==> src/rtl/product_accumulator.sv <==
// Product accumulator: sums a run of signed products from an upstream multiplier stage
// into a saturating accumulator, then holds the result until the consumer takes it.
//
// Ports:
//   clk        - clock, rising edge
//   rst_n      - asynchronous active-low reset
//   start      - begin a new run (honoured only in idle)
//   len        - number of products in the run, sampled at an accepted start
//   prod_valid - upstream product valid
//   prod       - signed product, PROD_W bits
//   prod_ready - block accepts a product this cycle
//   acc_out    - signed accumulator register, qualified by acc_valid
//   acc_valid  - result valid (hold state)
//   acc_ready  - downstream accepts the result
//   sat_flag   - a clamp occurred in the current or last run (sticky until next start)
//   busy       - run in progress or result pending
module product_accumulator #(
  parameter int unsigned PROD_W = 8,
  parameter int unsigned ACC_W  = 16,
  parameter int unsigned CNT_W  = 8
) (
  input  logic              clk,
  input  logic              rst_n,
  input  logic              start,
  input  logic [CNT_W-1:0]  len,
  input  logic              prod_valid,
  input  logic [PROD_W-1:0] prod,
  output logic              prod_ready,
  output logic [ACC_W-1:0]  acc_out,
  output logic              acc_valid,
  input  logic              acc_ready,
  output logic              sat_flag,
  output logic              busy
);

  typedef enum logic [1:0] {StIdle, StAccum, StHold} state_e;

  localparam int unsigned ExtW = ACC_W + 1 - PROD_W;
  localparam logic [ACC_W-1:0] AccMax = {1'b0, {(ACC_W-1){1'b1}}};
  localparam logic [ACC_W-1:0] AccMin = {1'b1, {(ACC_W-1){1'b0}}};

  state_e           state_q, state_d;
  logic [ACC_W-1:0] acc_q, acc_d;
  logic [CNT_W-1:0] cnt_q, cnt_d;
  logic             sat_q, sat_d;

  logic [ACC_W:0]   sum_wide;
  logic [ACC_W-1:0] sum_sat;
  logic             clamp;

  // One guard bit is enough: both operands fit in ACC_W signed bits, so the sum cannot
  // wrap at ACC_W+1. Overflow shows up as the guard bit disagreeing with the ACC_W sign.
  always_comb begin
    sum_wide = {acc_q[ACC_W-1], acc_q} + {{ExtW{prod[PROD_W-1]}}, prod};
    clamp    = sum_wide[ACC_W] != sum_wide[ACC_W-1];
    if (!clamp) begin
      sum_sat = sum_wide[ACC_W-1:0];
    end else if (sum_wide[ACC_W]) begin
      sum_sat = AccMin;
    end else begin
      sum_sat = AccMax;
    end
  end

  always_comb begin
    state_d = state_q;
    acc_d   = acc_q;
    cnt_d   = cnt_q;
    sat_d   = sat_q;
    unique case (state_q)
      StIdle: begin
        if (start) begin
          acc_d   = '0;
          sat_d   = 1'b0;
          cnt_d   = len;
          // A zero-length run goes straight to presenting a zero result.
          state_d = (len != '0) ? StAccum : StHold;
        end
      end
      StAccum: begin
        if (prod_valid) begin
          acc_d = sum_sat;
          sat_d = sat_q | clamp;
          cnt_d = cnt_q - CNT_W'(1);
          if (cnt_q == CNT_W'(1)) begin
            state_d = StHold;
          end
        end
      end
      StHold: begin
        if (acc_ready) begin
          state_d = StIdle;
        end
      end
      default: state_d = StIdle;
    endcase
  end

  always_ff @(posedge clk or negedge rst_n) begin
    if (!rst_n) begin
      state_q <= StIdle;
      acc_q   <= '0;
      cnt_q   <= '0;
      sat_q   <= 1'b0;
    end else begin
      state_q <= state_d;
      acc_q   <= acc_d;
      cnt_q   <= cnt_d;
      sat_q   <= sat_d;
    end
  end

  // Outputs come only from registers and state decode.
  assign prod_ready = (state_q == StAccum);
  assign acc_valid  = (state_q == StHold);
  assign busy       = (state_q != StIdle);
  assign acc_out    = acc_q;
  assign sat_flag   = sat_q;

endmodule

==> config.mk <==
export PLATFORM = sky130hd
export DESIGN_NAME = product_accumulator
export DESIGN_NICKNAME = d
export VERILOG_FILES = /design/src/rtl/product_accumulator.sv
export SDC_FILE = /design/constraint.sdc
export NUM_CORES = 1
export LEC_CHECK = 0
export ABC_AREA = 1
export BUFFER_PORTS_ARGS = -buffer_cell sky130_fd_sc_hd__buf_2
export CAP_MARGIN = 5
export CORE_UTILIZATION = 56
export CTS_CLUSTER_DIAMETER = 150
export DETAILED_ROUTE_END_ITERATION = 12
export PLACE_DENSITY = 0.88
export SYNTH_ARGS = -nofsm -noshare
export SYNTH_HDL_FRONTEND = slang
export SYNTH_SLANG_ARGS = --single-unit
==> constraint.sdc <==
create_clock -name clk -period 2.4 [get_ports clk]
set_clock_uncertainty 0.15 [all_clocks]
set_input_delay 0.24 -clock clk [delete_from_list [all_inputs] [get_ports clk]]
set_output_delay 0.24 -clock clk [all_outputs]
set_load 0.01 [all_outputs]
==> impl_metrics.ini <==
[worst_setup_path]
crit_path_end_kind = register
critical_path.startpoint_type = register
critical_path_peak_fanout = 15
critical_path.slowest_cell = dfrtp_1
slowest_delay_ns = 0.41
setup.worst_path.class = register to register
worstPathCellList = ha_1 -> a21oi_1 -> nand2_1 -> nand2_1 -> nand2_2 -> nand2_2 -> nand2_2 -> nand2_1 -> nand2_2 -> a21oi_4 -> buf_12 -> o21ai_1 -> nand2_1
arrival_ns = 2.47
critPathRequiredTime_ns = 2.48

[power]
comb_power_share_pct = 69.6
cellPowerDensity_nw_per_um2 = 1291
switchingPower_w = 0.001916
power_switching_share_pct = 53.50
p_int_w = 0.001665
power_leakage_nw = 1.555
clock_power_share_pct = 7.8
power.sequential.fraction_pct = 22.6
vdd_drop_max_mv = 0.6977

[clock_tree]
worstSkewPairLatency_ns = 0.28
cts_buffers = 3
tritoncts_clock_tree = built
htreeDepth = 1
cts_num_sinks = 27
largest_buffer_count_on_any_clock_path = 2
root_buffer = clkbuf_8
cts.clk_slew.worst_paths_ns = 0.10

[job]
maximum_capacitance_violations = 0

[synth]
postSynth.asyncResetShare_pct = 100.0
ys.warnings.count = 0
synth-adder-area-share_pct = 10.65
main_combinational_cell_family_by_area_after_synthesis = simple AND/OR/NAND/NOR gates
synth_cells = 333
synthMuxAreaShare_pct = 0.4345
synth_simple_gate_area_share_pct = 32.86
parity_gate_share_of_the_synthesized_area_counting_xor_and_xnor_cells_pct = 4.943
synth_area_in_compound_gates_pct = 13.53
synth.yosys.seq_area_share_pct = 29.33
synth.most_common_cell = nand2_1
syn_area_per_cell_um2 = 6.917
cell_taking_the_most_area_after_synthesis = dfrtp_1
post_synth_edffs = 0
postSynthRegisterBits = 27
synthesis.nets = 373
synth_area_leaders = dfrtp_1 29%, nand2_1 17%, ha_1 9.8%
netlist.area_leader.share_pct = 29.33
netlist_area_um2 = 2303
post_synth_most_frequent_cells = 107 x nand2_1, 37 x inv_1, 27 x dfrtp_1
ys_types = 34
most_instantiated_flip_flop_cell_in_the_synthesis_netlist = dfrtp_1

[grt]
antenna_found_initial = 0
first_global_vias = 2165
grt_overflow_total = 0
grt_util_all_layers_pct = 28.40
largest_net_degree_at_the_start_of_global_routing = 28
grt_pass1_wl_mm = 9.508

[route]
number_of_optimization_iterations_in_the_first_detailed_route_pass = 5
routed_wire_length_per_instance_um = 13.95
remaining_number_of_nets_flagged_by_the_antenna_check_after_routing = 0
finalWirelength_mm = 5.983
drtIter0Drc = 207
drt-vias-per-instance = 5.469
dr_total_vias = 2346
count_of_unresolved_drc_violations_after_routing = 0

[cells_and_area]
drive_gt1_share_pct = 24.41
fin_util_pct = 72.99
fin_nets = 422
n_antenna_cell = 0
syn2layout_area_growth_pct = 20.37

[floorplan]
floorplan.core_area_um2 = 3799
initial_standard_cell_utilization_of_the_core_pct = 60.64
dieWidth_um = 66.14
floorplan.io_pins = 41
placement_rows = 22
die_area_um2 = 4374
fp.dieH_um = 66.14

[placement]
post-dp-hpwl_mm = 4.134
routabilityCongestion = 0.8668
preCtsSetupSlack_ns = -0.07620
numPortBuffers = 40

[sta]
fin_crit_ns = 2.389
timing_max_transition_violations_final = 0
fmax_mhz = 418.6
worst_slew_margin_rel_pct = 55.66
report.final.hold_viol_count = 0
post-route-period-util_pct = 99.53
setup_viol = 0
timing_worst_slew_pin_value_ns = 0.6651
final_setup_slack_of_the_worst_path_ns = 0.01119

[outcome]
run_status = finished, final reports clean

[min_path]
worst_hold_path_type = primary input to register
sequential cells by signal, summed over array words and instances (netlist names):
| register | cells |
|---|---|
| acc_out | 16 |
| cnt_q | 8 |
| sat_flag | 1 |
| state_q | 2 |
per-layer routing:
metal	global-route usage, %	wire length [µm]	vias to the layer above
met5	0	0	-
met3	3.103	366	14
li1	-	-	1168
met2	49.62	2894	83
met4	8.511	131	0
met1	36.52	2590	1081
power by group through the flow:
| stage | logic (W) | clock network, W | registers [W] |
|---|---|---|---|
| after detailed placement | 0.00212 | 0 | 0.000814 |
| final | 0.00249 | 0.000279 | 0.000811 |
| after CTS | 0.00220 | 0.000279 | 0.000808 |
| after floorplan | 0.00159 | 0 | 0.000835 |
| after global placement | 0.00206 | 0 | 0.000806 |
| after global routing | 0.00279 | 0.000299 | 0.000835 |
path summary, 6_finish.rpt:
check | from | to | slack [ns] | cells past startpoint
max reg2reg | acc_out[2]$_DFFE_PN0P_ | acc_out[7]$_DFFE_PN0P_ | 0.01 | 13
min | len[6] | cnt_q[6]$_DFFE_PN0P_ | 0.08 | 3
max in group asynchronous | rst_n | cnt_q[1]$_DFFE_PN0P_ | 1.31 | 2
max | acc_out[2]$_DFFE_PN0P_ | acc_out[7]$_DFFE_PN0P_ | 0.01 | 13
min reg2reg | acc_out[5]$_DFFE_PN0P_ | acc_out[5]$_DFFE_PN0P_ | 0.37 | 2
min in group asynchronous | rst_n | acc_out[11]$_DFFE_PN0P_ | 0.36 | 2
through the flow:
step | instances | area (µm²) | setup TNS (ns) | hold WS [ns] | total power, W
global placement | 419 | 2550 | 0 | 0.1369 | 0.002867
floorplan | 333 | 2303 | 0 | -0.2056 | 0.002420
CTS | 425 | 2636 | 0 | 0.08605 | 0.003283
global route | 429 | 2773 | -1.332 | 0.09744 | 0.003927
finish | 429 | 2773 | 0 | 0.08481 | 0.003580
detailed placement | 419 | 2550 | -0.5393 | 0.1465 | 0.002938
worst max-delay path: cells and delay by family (launching register included):
| family | cells | cell delay (ns) |
|---|---|---|
| AOI/OAI and AO/OA | 3 | 0.50 |
| adders and majority gates | 1 | 0.35 |
| buffers and inverters | 1 | 0.17 |
| DFF | 1 | 0.41 |
| and+or+nand+nor | 8 | 0.74 |
cells by family after synthesis:
group | Yosys count
and+or+nand+nor | 173
DFF | 27
muxes | 1
adders and majority gates | 19
xor gates and xnor gates | 13
AOI/OAI and AO/OA | 54
buffers and inverters | 46
cell usage in the layout, fill, tap and decap left out, drive strengths merged, types with 2 or more instances in the layout:
cell type	n
dfrtp	27
o21ai	28
nand3b	2
clkbuf	4
nand3	12
a21oi	18
nand2	123
ha	18
inv	41
xor2	12
nor3	6
o22ai	2
nor4	2
o21bai	2
nor2	26
buf	47
nand4	2
o211ai	2
timing repair:
item / 4_1_cts / 5_1_grt
endpoints found under the setup margin: 15 / 16
buffers inserted: 1 / 3
pin swaps: 2 / 7
hold buffers: 1 / 0
gates resized for setup: 3 / 25
gates cloned: 0 / 1
endpoints found under the hold margin: 27 / 0
layout make-up:
class | instances | area (µm²)
clock buffer | 4 | 45.04
sequential | 27 | 675.6
tap | 48 | 60.06
inverter | 41 | 153.9
fill | 297 | 1026
timing repair buffer | 48 | 275.3
multi-input combinational | 261 | 1563
Note: power is estimated with default switching activity, not from simulation.
